File: config.mk
export PLATFORM = sky130hd
export DESIGN_NAME = countdown_timer_flat
export DESIGN_NICKNAME = d
export VERILOG_FILES = /design/src/rtl/countdown_timer_if.sv /design/src/rtl/countdown_timer.sv /design/src/flat_wrapper.sv
export SDC_FILE = /design/constraint.sdc
export NUM_CORES = 1
export LEC_CHECK = 0
export BUFFER_PORTS_ARGS = -buffer_cell sky130_fd_sc_hd__buf_4
export CORE_MARGIN = 1.5
export CORE_UTILIZATION = 60
export CTS_CLUSTER_SIZE = 25
export DETAILED_ROUTE_END_ITERATION = 16
export HOLD_SLACK_MARGIN = 0.08
export MAX_ROUTING_LAYER = met4
export PLACE_DENSITY = 0.89
export SETUP_SLACK_MARGIN = 0.02
export SLEW_MARGIN = 20
export SYNTH_ARGS = -nofsm -noshare
export SYNTH_HDL_FRONTEND = slang
export SYNTH_SLANG_ARGS = --single-unit
File: constraint.sdc
create_clock -name clk -period 3.9 [get_ports clk]
set_clock_uncertainty 0.2 [all_clocks]
set_input_delay 0.78 -clock clk [delete_from_list [all_inputs] [get_ports clk]]
set_output_delay 0.78 -clock clk [all_outputs]
set_load 0.005 [all_outputs]
File: src/rtl/countdown_timer_if.sv
// Register-access bus between the store bridge and the countdown timer.
// The master drives word address, write strobe and data; the slave returns read data and irq.
interface countdown_timer_if;
    logic [1:0]  addr;
    logic        we;
    logic [31:0] din;
    logic [31:0] dout;
    logic        irq;

    modport master (
        output addr,
        output we,
        output din,
        input  dout,
        input  irq
    );

    modport slave (
        input  addr,
        input  we,
        input  din,
        output dout,
        output irq
    );
endinterface

File: src/rtl/countdown_timer.sv
// Memory-mapped countdown timer with CTRL/PRESET/COUNT registers and one-shot or
// auto-reload operation; raises irq when the count expires.
module countdown_timer #(
    parameter logic [31:0] PRESET_RESET = 32'd0
) (
    input  logic              clk,
    input  logic              reset,
    countdown_timer_if.slave  bus
);

    typedef enum logic [1:0] {StIdle, StLoad, StCnt, StInt} state_t;

    localparam logic [1:0] AddrCtrl   = 2'd0;
    localparam logic [1:0] AddrPreset = 2'd1;
    localparam logic [1:0] AddrCount  = 2'd2;

    state_t      state_q, state_d;
    logic [3:0]  ctrl_q, ctrl_d;
    logic [31:0] preset_q, preset_d;
    logic [31:0] count_q, count_d;
    logic        irq_flag_q, irq_flag_d;

    logic en;
    logic auto_reload;

    assign en          = ctrl_q[0];
    // Reserved MODE encodings fall back to one-shot.
    assign auto_reload = (ctrl_q[2:1] == 2'b01);

    always_comb begin
        state_d    = state_q;
        ctrl_d     = ctrl_q;
        preset_d   = preset_q;
        count_d    = count_q;
        irq_flag_d = irq_flag_q;

        unique case (state_q)
            StIdle: begin
                if (en) begin
                    state_d = StLoad;
                end
            end
            StLoad: begin
                count_d = preset_q;
                state_d = StCnt;
            end
            StCnt: begin
                if (!en) begin
                    state_d = StIdle;
                end else if (count_q > 32'd1) begin
                    count_d = count_q - 32'd1;
                end else begin
                    count_d    = 32'd0;
                    irq_flag_d = 1'b1;
                    state_d    = StInt;
                end
            end
            StInt: begin
                if (auto_reload) begin
                    irq_flag_d = 1'b0;
                end else begin
                    ctrl_d[0] = 1'b0;
                end
                state_d = StIdle;
            end
            default: state_d = StIdle;
        endcase

        // CPU writes are applied last so they win over same-cycle FSM updates.
        if (bus.we) begin
            if (bus.addr == AddrCtrl) begin
                ctrl_d     = bus.din[3:0];
                irq_flag_d = 1'b0;
            end else if (bus.addr == AddrPreset) begin
                preset_d   = bus.din;
                irq_flag_d = 1'b0;
            end
        end
    end

    always_ff @(posedge clk) begin
        if (reset) begin
            state_q    <= StIdle;
            ctrl_q     <= 4'd0;
            preset_q   <= PRESET_RESET;
            count_q    <= 32'd0;
            irq_flag_q <= 1'b0;
        end else begin
            state_q    <= state_d;
            ctrl_q     <= ctrl_d;
            preset_q   <= preset_d;
            count_q    <= count_d;
            irq_flag_q <= irq_flag_d;
        end
    end

    always_comb begin
        bus.dout = 32'd0;
        case (bus.addr)
            AddrCtrl:   bus.dout = {28'd0, ctrl_q};
            AddrPreset: bus.dout = preset_q;
            AddrCount:  bus.dout = count_q;
            default:    bus.dout = 32'd0;
        endcase
    end

    assign bus.irq = irq_flag_q & ctrl_q[3];

endmodule

File: src/flat_wrapper.sv
// flat-port wrapper written by rule: the top's interface ports become plain ports
module countdown_timer_flat 
#(
    parameter logic [31:0] PRESET_RESET = 32'd0
)
  (clk, reset, bus_addr, bus_we, bus_din, bus_dout, bus_irq);
  countdown_timer_if bus_i ();
  input  logic clk;
  input  logic reset;
  input wire logic [$bits(bus_i.addr)-1:0] bus_addr;
  input wire logic [$bits(bus_i.we)-1:0] bus_we;
  input wire logic [$bits(bus_i.din)-1:0] bus_din;
  output wire logic [$bits(bus_i.dout)-1:0] bus_dout;
  output wire logic [$bits(bus_i.irq)-1:0] bus_irq;
  assign bus_i.addr = bus_addr;
  assign bus_i.we = bus_we;
  assign bus_i.din = bus_din;
  assign bus_dout = bus_i.dout;
  assign bus_irq = bus_i.irq;
  countdown_timer #(.PRESET_RESET(PRESET_RESET)) u_core (.clk(clk), .reset(reset), .bus(bus_i));
endmodule
---- Word-level counts from Yosys, hierarchy flattened ----
Index checks and enable logic that the tools add are counted.
cells by class
  eq/ne operators ......................... 9
  div/mod/pow operators ................... 0
  magnitude comparators ................... 1
  $mul .................................... 0
  bitwise logic cells ..................... 2
  $add $sub $neg .......................... 1
  muxes and demuxes ....................... 19
  reductions and logical operators ........ 7
  shifts and indexed selects .............. 0
operators with widths
  operator                 count
  $pmux W32 S3             1
  $mux W32                 2
  $pmux W32 S2             1
  $gt A32 B1 Y1 const B    1
  $sub A32 B1 Y32 const B  1
  $mux W1                  10
  $pmux W2 S4              1
  $eq A2 B1 Y1 const B     3
  $eq A2 B2 Y1 const B     3
  $mux W2                  3
  $reduce_and A2 Y1        3
  $logic_not A2 Y1         2
  $ne A2 B1 Y1 const B     2
  $ne A3 B3 Y1 const B     1
  $reduce_and A3 Y1        1
  $pmux W1 S2              1
  $reduce_bool A2 Y1       1
  $and A1 B1 Y1            1
  $not A1 Y1               1
storage, ports and cells
  input port bits ......................... 37
  logic and storage cells ................. 45
  flip-flop bits (word level) ............. 71
  output and inout bits ................... 33
  bits in latches ......................... 0
  memories ................................ 0
  bits in read-only memories .............. 0
  memory bits (writable) .................. 0

---- Logic depth before layout (Yosys ltp) ----
  depth in word-level cells ............... 7
  gate-level depth with buffers ........... 9
  gate-level depth less buffers ........... 7

---- Worst setup path after synthesis ----
No wires, ideal clock.
  path type ............................... input to output
  start ................................... input bus_addr[1]
  end ..................................... output bus_dout[10]
  required time ........................... 2,920 ps
  slack ................................... 954 ps
  arrival time ............................ 1,966 ps
  path buffers ............................ 3
  cell stages on the path ................. 5
  cell sequence ........................... clkbuf_1 -> nor2b_1 -> clkbuf_1 -> buf_1 -> a22o_1
between the ends
  word-level cells in the longest chain between the ends .. 2
  elaborated cells on any way between the ends .. 4
  those cells by class .................... 2 x eq/ne; 1 x mux; 1 x reduce/logical
RTL lines
  what                                  RTL line               RTL
  start: declaration                    flat_wrapper.sv:10     input wire logic [$bits(bus_i.addr)-1:0] bus_addr;
  $eq A2 B2 Y1 (tied with other cells)  countdown_timer.sv:99  case (bus.addr)
  $pmux W32 S3 (*)                      countdown_timer.sv:99
  end: declaration                      flat_wrapper.sv:13     output wire logic [$bits(bus_i.dout)-1:0] bus_dout;
Every way passes the cells marked *; elsewhere a longest branch is shown, timed or not.

---- Worst setup path in the final report ----
  start ................................... input bus_addr[1]
  end ..................................... output bus_dout[17]
Same word-level chain as after synthesis.

==> flow_summary.yaml <==
status:
  status: "finished, final reports clean"
synthesis:
  synth.yosys.warnings: 0
  synthCells: 547
  postSynthNetCount: 586
  synth.yosys.seq_area_share_pct: 33.5
  yosys.area.top_type: "sky130_fd_sc_hd__dfxtp_1"
  postSynthRegisterBits: 71
  synth.distinct_cells: 67
  netlist_top_cells_area: "sky130_fd_sc_hd__dfxtp_1 (34%), sky130_fd_sc_hd__nand2_1 (8.7%), sky130_fd_sc_hd__a21oi_1 (6.3%), sky130_fd_sc_hd__a22o_1 (6.0%), sky130_fd_sc_hd__clkbuf_1 (3.4%)"
  post-synth-top-area-fraction_pct: 33.5
  synth_flop_cell: "sky130_fd_sc_hd__dfxtp_1"
  postSynthAreaPerCell_um2: 7.75
  async_reset_ff_share_pct: 0
  number_of_synthesized_flops_with_an_enable_pin: 0
  syn_area_mm2: 0.00424
die:
  die_width_um: 87.0
  die_area_mm2: 0.00758
  placeableCoreArea_mm2: 0.00679
  initial_utilization_pct: 62.4
  chipHeight_um: 87.0
  boundaryPins: 70
  row_count: 30
finish:
  number_of_fill_cells: 537
  area.sequential_mm2: 0.00142
  multi_input_area_mm2: 0.00254
  areaGrowthSynthToFinish_pct: 16.3
  num_antenna_cells: 0
  design.final.nets: 628
  layout.cells.most_common_list: "sky130_fd_sc_hd__nand2_1 (98), sky130_fd_sc_hd__buf_4 (84), sky130_fd_sc_hd__dfxtp_1 (71)"
  post_route_cells_drive_above_1_share_pct: 20.6
  leading_cell_type_in_the_layout_fill_and_taps_excluded: "sky130_fd_sc_hd__nand2_1"
timing:
  min_period_over_period_pct: 75.0
  timing_worst_slew_pin_value_ns: 0.722
  final_period_minus_worst_setup_slack_ns: 2.92
  final_max_slew_viol_count: 0
  timing.max_slew.rel_slack_pct: 51.8
  max_clock_freq_ghz: 0.342
  setup-tns-final_ns: 0
  total_of_endpoints_with_negative_setup_slack_in_the_final_report: 0
  hold_ws_ns: 0.279
  rsz0062_at_grt: "false"
  hold_viol: 0
setup_path:
  cp.arrival_ns: 1.94
  setup.worst_path.end_class: "output pin"
  critPathLaunchType: "input pin"
  path_max_fanout: 28
  regToRegEndpoint: "u_core.count_q[19]"
  critical_path.reg2reg.startpoint: "u_core.state_q[0]"
  timing.reg2reg.worst_path_depth: 6
  path_class: "in2out"
  critPathRequiredTime_ns: 2.92
  rrSetupSlack_ns: 1.26
clock_network:
  cts.root.buffer_cell: "sky130_fd_sc_hd__clkbuf_8"
  clock_insertion_delay_worst_skew_ns: 0.35
  cts.repair.resized: 0
  cts_hold_buf: 0
  cts.htree.levels: 3
  cts.sinks: 71
  worst_setup_hold_path_clk_slew_ns: 0.07
  cts_buffers: 9
  tritoncts_clock_tree: "built"
  ctsLongestPathBuffers: 2
  post-cts-setup-buffers: 0
detailed_routing:
  via_count: 4536
  vias_per_std_cell: 6.58
  drt.antenna.violating_nets: 0
  wl_per_instance_um: 17.7
  routed_wirelength_mm: 12.2
  drt-pass1-iter-count: 8
  drc: 0
  drt_iter0_drc: 596
global_routing:
  first_global_vias: 4084
  track_usage_pct: 34.2
  number_of_antenna_violations_at_the_first_check_in_global_routing: 0
  grt_pass1_wl_mm: 19.9
  grt_max_degree: 48
  grt_overflow: 0
placed_design:
  dp.final_hpwl_mm: 8.36
  port_buffers: 69
  final_gp_congestion: 0.954
power:
  total_power_density_per_cell_area_mw_per_mm2: 297
  irDropWorstVdd_uv: 213
  clkPwrFrac_pct: 37.6
  seq_power_share_pct: 51.3
  switching_share_pct: 25.9
  total_switching_power_mw: 0.380
  leakage_nw: 1.89
  part_of_the_total_power_dissipated_in_combinational_logic_pct: 11.2
  cell_internal_pwr_mw: 1.09
min_path:
  source_of_the_worst_hold_timing_path: "u_core.preset_q[3]"
  timing.hold.worst_path_depth: 2
  hold_path_class: "reg2reg"
  hold_path_end: "u_core.preset_q[3]"
job:
  maxCapViolCount: 0
sequential cells by signal, indices dropped and copies added (netlist names):
name               cells
u_core.irq_flag_q      1
u_core.count_q        32
u_core.state_q         2
u_core.preset_q       32
u_core.ctrl_q          4
worst max-delay path, cell delays in order:
cell                      delay, ns
sky130_fd_sc_hd__buf_4         0.14
sky130_fd_sc_hd__nor2b_4       0.63
sky130_fd_sc_hd__a22o_1        0.27
sky130_fd_sc_hd__buf_4         0.11
layout make-up:
class | count | area share [%]
clock buffer | 15 | 3.58
inverter | 10 | 0.761
multi-input combinational | 413 | 51.6
sequential | 71 | 28.8
tap | 96 | 2.44
timing repair buffer | 84 | 12.8
power by group through the flow:
stage          Sequential (mW)  Clock [mW]  Combinational [mW]
2_1_floorplan            0.762           0               0.100
3_3_place_gp             0.767           0               0.156
3_5_place_dp             0.768           0               0.160
4_1_cts                  0.751       0.550               0.161
5_1_grt                  0.753       0.579               0.178
6_report                 0.752       0.550               0.164
kinds of logic (layout without fill, tap and decap cells):
logic type	after synthesis	after routing	synth area share (%)
compound gates	160	160	26.2
flops	71	71	33.5
buf+inv	63	109	6.73
mux	12	12	3.01
fa+ha+maj	2	2	0.590
simple gates	239	239	29.9
per-stage QoR:
| stage | total power, mW | instances | area [um2] | utilization (%) | setup slack (ns) |
|---|---|---|---|---|---|
| 2_1_floorplan | 0.863 | 547 | 4240 | - | 0.954 |
| 3_3_place_gp | 0.923 | 674 | 4750 | 69.9 | 0.629 |
| 3_5_place_dp | 0.928 | 674 | 4750 | 70.0 | 0.975 |
| 4_1_cts | 1.46 | 689 | 4930 | 72.6 | 0.970 |
| 5_1_grt | 1.51 | 689 | 4930 | 72.6 | 0.855 |
| 6_report | 1.47 | 689 | 4930 | 72.6 | 0.975 |
layer usage:
layer,part of all wire (%),vias to the layer above,GRT usage [%],wire length (um)
li1,-,2104,-,-
met2,47,265,51.9,5730
met1,43,2132,45.9,5180
met4,1.7,0,12.2,208
met3,8.6,35,5.88,1050
met5,0,-,-,0
how the worst max path moves through the flow:
stage / start / endpoint / slack (ns)
2_1_floorplan: bus_addr[1] / bus_dout[10] / 0.95
3_3_place_gp: bus_addr[1] / bus_dout[25] / 0.63
3_5_place_dp: bus_addr[1] / bus_dout[17] / 0.97
4_1_cts: bus_addr[1] / bus_dout[17] / 0.97
5_1_grt: bus_addr[1] / bus_dout[17] / 0.85
6_report: bus_addr[1] / bus_dout[17] / 0.98
Yosys cell counts (all sizes together) (4+ instances only):
cell type  count
nand2         98
dfxtp         71
a21oi         53
clkbuf        38
a22o          29
nor2          28
nand3         20
a31oi         19
nor3          18
nand4         16
buf           15
o21ai         14
nor4          13
inv           10
mux2i          9
nor2b          8
a22oi          7
nand3b         6
or3            6
a32oi          5
a41oi          5
a221oi         4
and2           4
and3           4
nand2b         4
or4            4
Note: power is estimated with default switching activity, not from simulation.
